### src/rtl/rv_wb_pkg.sv
// ---------------------------------------------------------------------------
// rv_wb_pkg
// Shared definitions for the register write-back stage:
//   - wb_state_t : write-back FSM states (IDLE, COMMIT)
//   - F3_*       : RV32 load funct3 encodings accepted by the stage
//   - is_legal_load() : true for the five supported load types
// ---------------------------------------------------------------------------
package rv_wb_pkg;

    typedef enum logic {
        IDLE   = 1'b0,
        COMMIT = 1'b1
    } wb_state_t;

    localparam logic [2:0] F3_LB  = 3'b000;
    localparam logic [2:0] F3_LH  = 3'b001;
    localparam logic [2:0] F3_LW  = 3'b010;
    localparam logic [2:0] F3_LBU = 3'b100;
    localparam logic [2:0] F3_LHU = 3'b101;

    function automatic logic is_legal_load(input logic [2:0] funct3);
        return (funct3 == F3_LB)  || (funct3 == F3_LH)  || (funct3 == F3_LW) ||
               (funct3 == F3_LBU) || (funct3 == F3_LHU);
    endfunction

endpackage : rv_wb_pkg

### src/rtl/reg_writeback_if.sv
// ---------------------------------------------------------------------------
// reg_writeback_if
// Bundles the two result sources (ALU, load unit) and the register-file
// write-back outputs of the write-back stage.
//   ALU source   : alu_valid, alu_ready, alu_rd, alu_value
//   Load source  : ld_valid, ld_ready, ld_rd, ld_funct3, ld_addr_lo, ld_data
//   Write-back   : wr_en, write_register, write_value
//   Hazard/status: pend_valid, pend_rd, ld_err
// Modports:
//   slave  - the write-back stage (consumes sources, drives write-back)
//   master - the pipeline around it (offers results, observes write-back)
// ---------------------------------------------------------------------------
interface reg_writeback_if #(
    parameter int XLEN = 32,
    parameter int NREG = 16
);
    localparam int IDX_W = $clog2(NREG);

    logic             alu_valid;
    logic             alu_ready;
    logic [IDX_W-1:0] alu_rd;
    logic [XLEN-1:0]  alu_value;

    logic             ld_valid;
    logic             ld_ready;
    logic [IDX_W-1:0] ld_rd;
    logic [2:0]       ld_funct3;
    logic [1:0]       ld_addr_lo;
    logic [XLEN-1:0]  ld_data;

    logic             wr_en;
    logic [IDX_W-1:0] write_register;
    logic [XLEN-1:0]  write_value;

    logic             pend_valid;
    logic [IDX_W-1:0] pend_rd;
    logic             ld_err;

    modport slave (
        input  alu_valid, alu_rd, alu_value,
        input  ld_valid, ld_rd, ld_funct3, ld_addr_lo, ld_data,
        output alu_ready, ld_ready,
        output wr_en, write_register, write_value,
        output pend_valid, pend_rd, ld_err
    );

    modport master (
        output alu_valid, alu_rd, alu_value,
        output ld_valid, ld_rd, ld_funct3, ld_addr_lo, ld_data,
        input  alu_ready, ld_ready,
        input  wr_en, write_register, write_value,
        input  pend_valid, pend_rd, ld_err
    );

endinterface : reg_writeback_if

### src/rtl/load_format.sv
// ---------------------------------------------------------------------------
// load_format
// Combinational load-data extraction. Picks the addressed byte/halfword out
// of an aligned memory word and sign- or zero-extends it to XLEN.
// Ports:
//   funct3  [2:0]      load type (LB, LH, LW, LBU, LHU)
//   addr_lo [1:0]      byte offset within the word
//   data    [XLEN-1:0] raw aligned memory word
//   value   [XLEN-1:0] formatted load result (0 when illegal)
//   illegal            funct3 is not one of the supported load types
// ---------------------------------------------------------------------------
module load_format
    import rv_wb_pkg::*;
#(
    parameter int XLEN = 32
) (
    input  logic [2:0]      funct3,
    input  logic [1:0]      addr_lo,
    input  logic [XLEN-1:0] data,
    output logic [XLEN-1:0] value,
    output logic            illegal
);

    logic [7:0]  byte_sel;
    logic [15:0] half_sel;

    // Byte lane from the full offset; halfword lane from offset bit 1 only,
    // so a misaligned halfword offset silently rounds down.
    assign byte_sel = data[{addr_lo, 3'b000} +: 8];
    assign half_sel = data[{addr_lo[1], 4'b0000} +: 16];

    always_comb begin
        // NOTE: every output gets a default before the case so no path
        // leaves it unassigned; otherwise synthesis infers a latch.
        value   = '0;
        illegal = 1'b0;
        case (funct3)
            F3_LB:   value = {{(XLEN-8){byte_sel[7]}}, byte_sel};
            F3_LBU:  value = {{(XLEN-8){1'b0}}, byte_sel};
            F3_LH:   value = {{(XLEN-16){half_sel[15]}}, half_sel};
            F3_LHU:  value = {{(XLEN-16){1'b0}}, half_sel};
            F3_LW:   value = data;
            default: illegal = 1'b1;
        endcase
    end

endmodule : load_format

### src/rtl/reg_writeback.sv
// ---------------------------------------------------------------------------
// reg_writeback
// Write-back stage arbitrating between an ALU result and a load result.
// A source is accepted in IDLE (load has priority), captured into
// registers, and committed to the register file in the following COMMIT
// cycle. Writes to x0 and loads with an unsupported funct3 are dropped;
// the latter raise ld_err for their COMMIT cycle.
// Ports:
//   clk  - clock, all state updates on the rising edge
//   rst  - synchronous, active-high reset
//   bus  - reg_writeback_if.slave: ALU/load handshakes, register-file
//          write (wr_en, write_register, write_value), pending-write
//          status (pend_valid, pend_rd) and ld_err
// Parameters:
//   XLEN - datapath width
//   NREG - register count (index width is $clog2(NREG))
// ---------------------------------------------------------------------------
module reg_writeback
    import rv_wb_pkg::*;
#(
    parameter int XLEN = 32,
    parameter int NREG = 16
) (
    input  logic            clk,
    input  logic            rst,
    reg_writeback_if.slave  bus
);

    localparam int IDX_W = $clog2(NREG);

    typedef struct packed {
        logic [IDX_W-1:0] rd;
        logic [XLEN-1:0]  value;
        logic             illegal;
    } capture_t;

    wb_state_t        state_q, state_d;
    logic [IDX_W-1:0] rd_q;
    logic [XLEN-1:0]  value_q;
    logic             illegal_q;

    logic             cap_en;
    capture_t         cap;

    logic [XLEN-1:0]  ld_value;
    logic             ld_illegal;
    logic             in_commit;

    load_format #(
        .XLEN (XLEN)
    ) u_load_format (
        .funct3  (bus.ld_funct3),
        .addr_lo (bus.ld_addr_lo),
        .data    (bus.ld_data),
        .value   (ld_value),
        .illegal (ld_illegal)
    );

    // Next-state and accept logic. Readies are purely combinational and
    // held low during reset so no source is consumed while rst is high.
    always_comb begin
        state_d       = state_q;
        bus.ld_ready  = 1'b0;
        bus.alu_ready = 1'b0;
        cap_en        = 1'b0;
        cap.rd        = bus.alu_rd;
        cap.value     = bus.alu_value;
        cap.illegal   = 1'b0;

        case (state_q)
            IDLE: begin
                if (!rst) begin
                    if (bus.ld_valid) begin
                        bus.ld_ready = 1'b1;
                        cap_en       = 1'b1;
                        cap.rd       = bus.ld_rd;
                        cap.value    = ld_value;
                        cap.illegal  = ld_illegal;
                        state_d      = COMMIT;
                    end else if (bus.alu_valid) begin
                        bus.alu_ready = 1'b1;
                        cap_en        = 1'b1;
                        state_d       = COMMIT;
                    end
                end
            end
            COMMIT: begin
                state_d = IDLE;
            end
            default: begin
                state_d = IDLE;
            end
        endcase
    end

    // NOTE: sequential state uses non-blocking assignments so every
    // register samples pre-edge values regardless of statement order.
    always_ff @(posedge clk) begin
        if (rst) begin
            state_q   <= IDLE;
            // NOTE: the captured write data is reset as well, because the
            // write-back outputs must read as zero after reset rather than
            // holding whatever the last capture left behind.
            rd_q      <= '0;
            value_q   <= '0;
            illegal_q <= 1'b0;
        end else begin
            state_q <= state_d;
            if (cap_en) begin
                rd_q      <= cap.rd;
                value_q   <= cap.value;
                illegal_q <= cap.illegal;
            end
        end
    end

    assign in_commit = (state_q == COMMIT);

    // The strobe exists only for the single COMMIT cycle; x0 targets and
    // illegal loads still occupy that cycle (pend_valid) but never write.
    assign bus.wr_en          = in_commit && (rd_q != '0) && !illegal_q;
    assign bus.ld_err         = in_commit && illegal_q;
    assign bus.pend_valid     = in_commit;
    assign bus.pend_rd        = rd_q;
    assign bus.write_register = rd_q;
    assign bus.write_value    = value_q;

endmodule : reg_writeback

### src/flat_wrapper.sv
// flat-port wrapper written by rule: the top's interface ports become plain ports
module reg_writeback_flat import rv_wb_pkg::*;
#(
    parameter int XLEN = 32,
    parameter int NREG = 16
)
  (clk, rst, bus_alu_valid, bus_alu_rd, bus_alu_value, bus_ld_valid, bus_ld_rd, bus_ld_funct3, bus_ld_addr_lo, bus_ld_data, bus_alu_ready, bus_ld_ready, bus_wr_en, bus_write_register, bus_write_value, bus_pend_valid, bus_pend_rd, bus_ld_err);
  reg_writeback_if #(.XLEN(XLEN), .NREG(NREG)) bus_i ();
  input  logic clk;
  input  logic rst;
  input wire logic [$bits(bus_i.alu_valid)-1:0] bus_alu_valid;
  input wire logic [$bits(bus_i.alu_rd)-1:0] bus_alu_rd;
  input wire logic [$bits(bus_i.alu_value)-1:0] bus_alu_value;
  input wire logic [$bits(bus_i.ld_valid)-1:0] bus_ld_valid;
  input wire logic [$bits(bus_i.ld_rd)-1:0] bus_ld_rd;
  input wire logic [$bits(bus_i.ld_funct3)-1:0] bus_ld_funct3;
  input wire logic [$bits(bus_i.ld_addr_lo)-1:0] bus_ld_addr_lo;
  input wire logic [$bits(bus_i.ld_data)-1:0] bus_ld_data;
  output wire logic [$bits(bus_i.alu_ready)-1:0] bus_alu_ready;
  output wire logic [$bits(bus_i.ld_ready)-1:0] bus_ld_ready;
  output wire logic [$bits(bus_i.wr_en)-1:0] bus_wr_en;
  output wire logic [$bits(bus_i.write_register)-1:0] bus_write_register;
  output wire logic [$bits(bus_i.write_value)-1:0] bus_write_value;
  output wire logic [$bits(bus_i.pend_valid)-1:0] bus_pend_valid;
  output wire logic [$bits(bus_i.pend_rd)-1:0] bus_pend_rd;
  output wire logic [$bits(bus_i.ld_err)-1:0] bus_ld_err;
  assign bus_i.alu_valid = bus_alu_valid;
  assign bus_i.alu_rd = bus_alu_rd;
  assign bus_i.alu_value = bus_alu_value;
  assign bus_i.ld_valid = bus_ld_valid;
  assign bus_i.ld_rd = bus_ld_rd;
  assign bus_i.ld_funct3 = bus_ld_funct3;
  assign bus_i.ld_addr_lo = bus_ld_addr_lo;
  assign bus_i.ld_data = bus_ld_data;
  assign bus_alu_ready = bus_i.alu_ready;
  assign bus_ld_ready = bus_i.ld_ready;
  assign bus_wr_en = bus_i.wr_en;
  assign bus_write_register = bus_i.write_register;
  assign bus_write_value = bus_i.write_value;
  assign bus_pend_valid = bus_i.pend_valid;
  assign bus_pend_rd = bus_i.pend_rd;
  assign bus_ld_err = bus_i.ld_err;
  reg_writeback #(.XLEN(XLEN), .NREG(NREG)) u_core (.clk(clk), .rst(rst), .bus(bus_i));
endmodule
### config.mk
export PLATFORM = sky130hd
export DESIGN_NAME = reg_writeback_flat
export DESIGN_NICKNAME = d
export VERILOG_FILES = /design/src/rtl/rv_wb_pkg.sv /design/src/rtl/reg_writeback_if.sv /design/src/rtl/load_format.sv /design/src/rtl/reg_writeback.sv /design/src/flat_wrapper.sv
export SDC_FILE = /design/constraint.sdc
export NUM_CORES = 1
export LEC_CHECK = 0
export ABC_CLOCK_PERIOD_IN_PS = 3650
export CORE_MARGIN = 5
export CORE_UTILIZATION = 35
export DETAILED_ROUTE_END_ITERATION = 10
export PLACE_DENSITY = 0.75
export SLEW_MARGIN = 10
export SYNTH_ARGS = -nofsm -noshare
export SYNTH_HDL_FRONTEND = slang
export SYNTH_SLANG_ARGS = --single-unit
### constraint.sdc
create_clock -name clk -period 3.65 [get_ports clk]
set_clock_uncertainty 0.2 [all_clocks]
set_input_delay 0.5475 -clock clk [delete_from_list [all_inputs] [get_ports clk]]
set_output_delay 0.5475 -clock clk [all_outputs]
set_load 0.01 [all_outputs]
---- Word-level counts from Yosys, hierarchy flattened ----
Index checks and enable logic that the tools add are counted.
storage, ports and cells
  bits in registers ....................... 38
  bits of input ports ..................... 81
  output and inout bits ................... 45
  bits in read-only memories .............. 0
  latch bits .............................. 0
  bits in writable memories ............... 0
  logic and storage cells ................. 33
  memories kept ........................... 0
cells by class
  div/mod/pow operators ................... 0
  add/subtract/negate cells ............... 0
  multipliers ............................. 0
  equality and inequality tests ........... 4
  order comparisons ....................... 0
  reductions and logical operators ........ 7
  bitwise logic cells ..................... 1
  shift operators ......................... 2
  muxes and demuxes ....................... 15
operator list
  kind                                                             count
  32-bit case mux with 5 select lines                              1
  37-bit two-way mux                                               2
  32-bit by 6-bit variable part select with 16-bit output          1
  32-bit by 6-bit variable part select with 8-bit output           1
  1-bit two-way mux                                                11
  3-bit == test, second input constant                             2
  5-bit OR reduction                                               1
  4-bit nonzero test                                               1
  3-bit by 1-bit == test with 1-bit output, second input constant  1
  3-bit by 2-bit == test with 1-bit output, second input constant  1
  1-bit logical AND                                                3
  3-bit logical NOT                                                1
  1-bit case mux with 2 select lines                               1
  1-bit logical NOT                                                1
  1-bit inverter                                                   1

---- Logic depth before layout (Yosys ltp) ----
  word-level depth ........................ 5
  gate-level depth with buffers ........... 8
  depth with buffers taken out ............ 5

---- Modules after synthesis ----
From an unflattened synthesis, not the netlist that was laid out.
unflattened totals
  cell total of the unflattened synthesis .. 301
  area total of the unflattened synthesis .. 2929.1 um^2
by module, submodules not included
  module         cells an instance  times used  sequential area each (um^2)  area each (um^2)
  reg_writeback  181                1           760.7                        2123.3
  load_format    120                1           0.0                          805.8

---- Worst setup path before layout ----
Ideal clock, no wire load.
  kind .................................... in2reg
  start ................................... input port bus_ld_addr_lo[1]
  end ..................................... register u_core.value_q[10] (netlist: u_core.bus.write_value[10])
  arrival ................................. 1.699 ns
  required time ........................... 3.308 ns
  setup time .............................. 0.142 ns
  slack ................................... 1.608 ns
  path buffers ............................ 1
  stages on the path ...................... 5
  path through ............................ buf_6 -> mux4_2 -> and2_4 -> a21oi_4 -> a2111oi_2
on the way
  cells in the longest elaborated chain, start to end .. 4
  elaborated cells on any way between the ends .. 5
  classes of those cells .................. 2 x shift; 3 x mux
RTL lines
  item                                                                                                                                      line                                  RTL
  from (decl)                                                                                                                               flat_wrapper.sv:17                    input wire logic [$bits(bus_i.ld_addr_lo)-1:0] bus_ld_addr_lo;
  32-bit by 6-bit variable part select with 16-bit output / 32-bit by 6-bit variable part select with 8-bit output (equally long branches)  load_format.sv:30, load_format.sv:29
  32-bit case mux with 5 select lines (*)                                                                                                   load_format.sv:37                     case (funct3)
  37-bit two-way mux (*)                                                                                                                    reg_writeback.sv:73                   if (bus.ld_valid) begin
  37-bit two-way mux (*)                                                                                                                    reg_writeback.sv:70                   case (state_q)
  to (signal assigned)                                                                                                                      reg_writeback.sv:111                  value_q <= cap.value;
  to (decl)                                                                                                                                 reg_writeback.sv:39                   logic [XLEN-1:0] value_q;
Every way passes the cells marked *; elsewhere a longest branch is shown, timed or not.
A chain may end at the register's enable or synchronous reset.

---- Final worst setup path ----
  start ................................... input port bus_ld_addr_lo[1]
  end ..................................... register u_core.value_q[22] (netlist: u_core.bus.write_value[22])
The elaborated chain is that of the path after synthesis.

==> flow_summary.yaml <==
critical_path:
  cp-end-kind: "flop"
  path_max_fanout: 16
  cp.arrival_ns: 2.69
  path_class: "in -> reg"
  startpoint_type: "input port"
  cp_cell_sequence: "clkdlybuf4s50_1, inv_1, nor3_1, o21ai_1, a221oi_1"
  crit_path_top_delay_cell: "o21ai_1"
  cpLargestDelayFamily: "compound AO/OA/AOI/OAI gates"
  cp.required_ns: 3.56
  worst-path-buf-inv: 2
  cp_slowest_stage_delay_ns: 0.93
place:
  place_congestion: 0.834
  numPortBuffers: 125
  dp_hpwl_mm: 6.95
floorplan:
  die_h_um: 96.5
  core-area_um2: 7250
  start_util: 0.361
  ios: 126
  die_w_um: 96.5
  rows: 31
  die_area_um2: 9310
global_routing:
  grt-ovfl-total: 0
  grt_pass1_vias: 2937
  grt_max_degree: 49
  grt_pass1_wl_mm: 14.9
  track_usage: 0.203
  antenna_found_initial: 0
detailed_routing:
  ant_nets: 0
  wl_per_cell_um: 19.0
  dr.first_iter.drc_count: 281
  vias_per_cell: 5.91
  first_pass_iters: 7
  drcViolationCount: 0
  dr_total_vias: 2923
  routed_wl_mm: 9.39
logic_synthesis:
  avgSynthCellArea_um2: 8.87
  syn-cell-area_um2: 2620
  synth-seq-area-share: 0.291
  ys.flop_type: "dfxtp_1"
  ys_ff_latch: 38
  synth_edf_count: 0
  synthCells: 295
  syn-num-nets: 376
  yosysUniqueCellTypes: 43
  async_flop_share: 0
  synth_warnings: 0
clocking:
  holdBufCountCts: 0
  post_cts_buffers: 0
  clockBufferDepth: 2
  postCtsResizedCells: 0
  clkLatencyLatePin_ns: 0.28
  clock-sinks: 38
  cts_tree: "yes"
  h-tree-depth: 2
  path_clk_slew_ns: 0.08
  numCtsBuffers: 5
  cts-root-buf: "clkbuf_8"
timing:
  rsz0062_at_grt: "false"
  finalCritPeriodShare: 0.761
  drv_slew: 0
  final_hold_viol_count: 0
  relSlewSlack: 0.191
  setup_viol: 0
  max_freq_mhz: 360
  min_period_ns: 2.78
  fin_setup_tns_ns: 0
  worstMarginPinSlew_ns: 1.21
worst_hold_path:
  hold_path.class: "reg -> reg"
pwr:
  total_power_mw: 1.26
  ir_drop_mv: 0.149
  cellLeakagePower_nw: 1.40
  powerDensity_nw_per_um2: 320
final_layout:
  multi_input_area_um2: 1600
  syn_to_final_growth_pct: 49.8
  utilization: 0.541
  antenna_cells: 0
  fillers: 692
  nNetsFinal: 476
  drive_above_1_share: 0.0934
  ff_latch_area_um2: 761
job:
  drv_cap: 0
run_status:
  status: "finished, final reports clean"
-- synth_stat cells (2+ instances only) --
cell / count / share of area
o2bb2ai_1: 6 / 0.020
nor2b_1: 4 / 0.0096
nand3_1: 3 / 0.0057
a21oi_1: 27 / 0.052
a211oi_2: 5 / 0.024
inv_1: 4 / 0.0057
mux2i_1: 18 / 0.069
a211oi_1: 13 / 0.037
clkbuf_1: 13 / 0.019
o21ai_0: 5 / 0.0096
nor3_1: 5 / 0.0096
and3_1: 2 / 0.0048
buf_6: 6 / 0.026
nand2b_1: 2 / 0.0048
dfxtp_1: 38 / 0.29
o21bai_1: 16 / 0.046
or3b_1: 2 / 0.0067
o21a_1: 3 / 0.0086
nor4_1: 6 / 0.014
buf_4: 8 / 0.023
nand2_1: 3 / 0.0043
nor2_1: 24 / 0.034
a222oi_1: 6 / 0.023
buf_2: 9 / 0.017
a2111oi_2: 8 / 0.046
nor3b_1: 4 / 0.011
a221oi_1: 34 / 0.11
or2_1: 3 / 0.0072
clkbuf_2: 2 / 0.0038
o221ai_1: 2 / 0.0067
o211ai_1: 2 / 0.0057
-- cell usage in the layout (no fill, tap or decap), types with 2 or more instances in the layout --
| cell | count |
|---|---|
| a211oi_2 | 5 |
| and3_1 | 2 |
| or3b_1 | 2 |
| clkdlybuf4s50_1 | 125 |
| nor2b_1 | 4 |
| inv_1 | 4 |
| a221oi_1 | 34 |
| a2111oi_2 | 8 |
| o221ai_1 | 2 |
| a222oi_1 | 6 |
| nor2_1 | 24 |
| dfxtp_1 | 38 |
| o21ai_0 | 5 |
| buf_4 | 7 |
| o2bb2ai_1 | 6 |
| o21bai_1 | 16 |
| nor3b_1 | 4 |
| o211ai_1 | 2 |
| clkinv_2 | 3 |
| nor3_1 | 5 |
| a211oi_1 | 13 |
| o21a_1 | 3 |
| a21oi_1 | 27 |
| or2_1 | 2 |
| mux2i_1 | 18 |
| clkbuf_8 | 5 |
| nor4_1 | 6 |
| nand2_1 | 3 |
| nand3_1 | 3 |
-- per-stage QoR --
| stage | area [um^2] | setup WS, ns | hold slack [ns] | std cells |
|---|---|---|---|---|
| floorplan | 2620 | 1.61 | 0.270 | 295 |
| global placement | 3810 | 0.656 | 0.266 | 487 |
| detailed placement | 3810 | 0.528 | 0.268 | 487 |
| CTS | 3920 | 0.865 | 0.288 | 495 |
| global route | 3920 | 0.668 | 0.313 | 495 |
| finish | 3920 | 0.871 | 0.285 | 495 |
-- cells by family after synthesis --
group                  synth area share
flip-flops                        0.291
multiplexers                     0.0774
AO/OA/AOI/OAI                     0.409
buffers and inverters            0.0975
AND/OR/NAND/NOR                   0.126
-- power breakdown --
group          total, mW  switching (mW)  internal, mW
sequential         0.471          0.0212         0.450
clock              0.355           0.154         0.201
combinational      0.430           0.204         0.226
total               1.26           0.379         0.877
-- state kept, by name, indices dropped and copies added (netlist names) --
name	cells
u_core.bus.pend_valid	1
u_core.bus.write_value	32
u_core.illegal_q	1
u_core.bus.pend_rd	4
-- worst register-to-register path: stages (launching register included) --
cell and delay, ns:
dfxtp_1 0.37, or2_1 0.16, or2_2 0.40, clkinv_2 0.59, o21bai_1 0.35, a221oi_1 0.08
-- worst paths after layout --
| path | cells after the start | startpoint | slack, ns | to |
|---|---|---|---|---|
| setup reg to reg | 5 | u_core.bus.pend_valid$_SDFF_PP0_ | 1.32 | u_core.bus.write_value[22]$_SDFFE_PP0P_ |
| setup / recovery | 5 | bus_ld_addr_lo[1] | 0.87 | u_core.bus.write_value[22]$_SDFFE_PP0P_ |
| hold / removal | 2 | u_core.bus.write_value[7]$_SDFFE_PP0P_ | 0.29 | u_core.bus.write_value[7]$_SDFFE_PP0P_ |
| hold reg to reg | 2 | u_core.bus.write_value[7]$_SDFFE_PP0P_ | 0.29 | u_core.bus.write_value[7]$_SDFFE_PP0P_ |
-- per-layer routing --
layer	track usage	wire length (um)	up-vias
li1	-	-	1366
met1	0.267	3910	1405
met2	0.332	4550	139
met3	0.0534	810	13
met4	0.0491	122	0
met5	0	0	-
-- final cells by class --
cell class	count	share of cell area
sequential	38	0.194
clock buffer	5	0.0175
clock inverter	3	0.0102
multi-input combinational	213	0.409
inverter	5	0.00511
timing repair buffer	132	0.332
tap	99	0.0316
(Power assumes the default switching activity.)
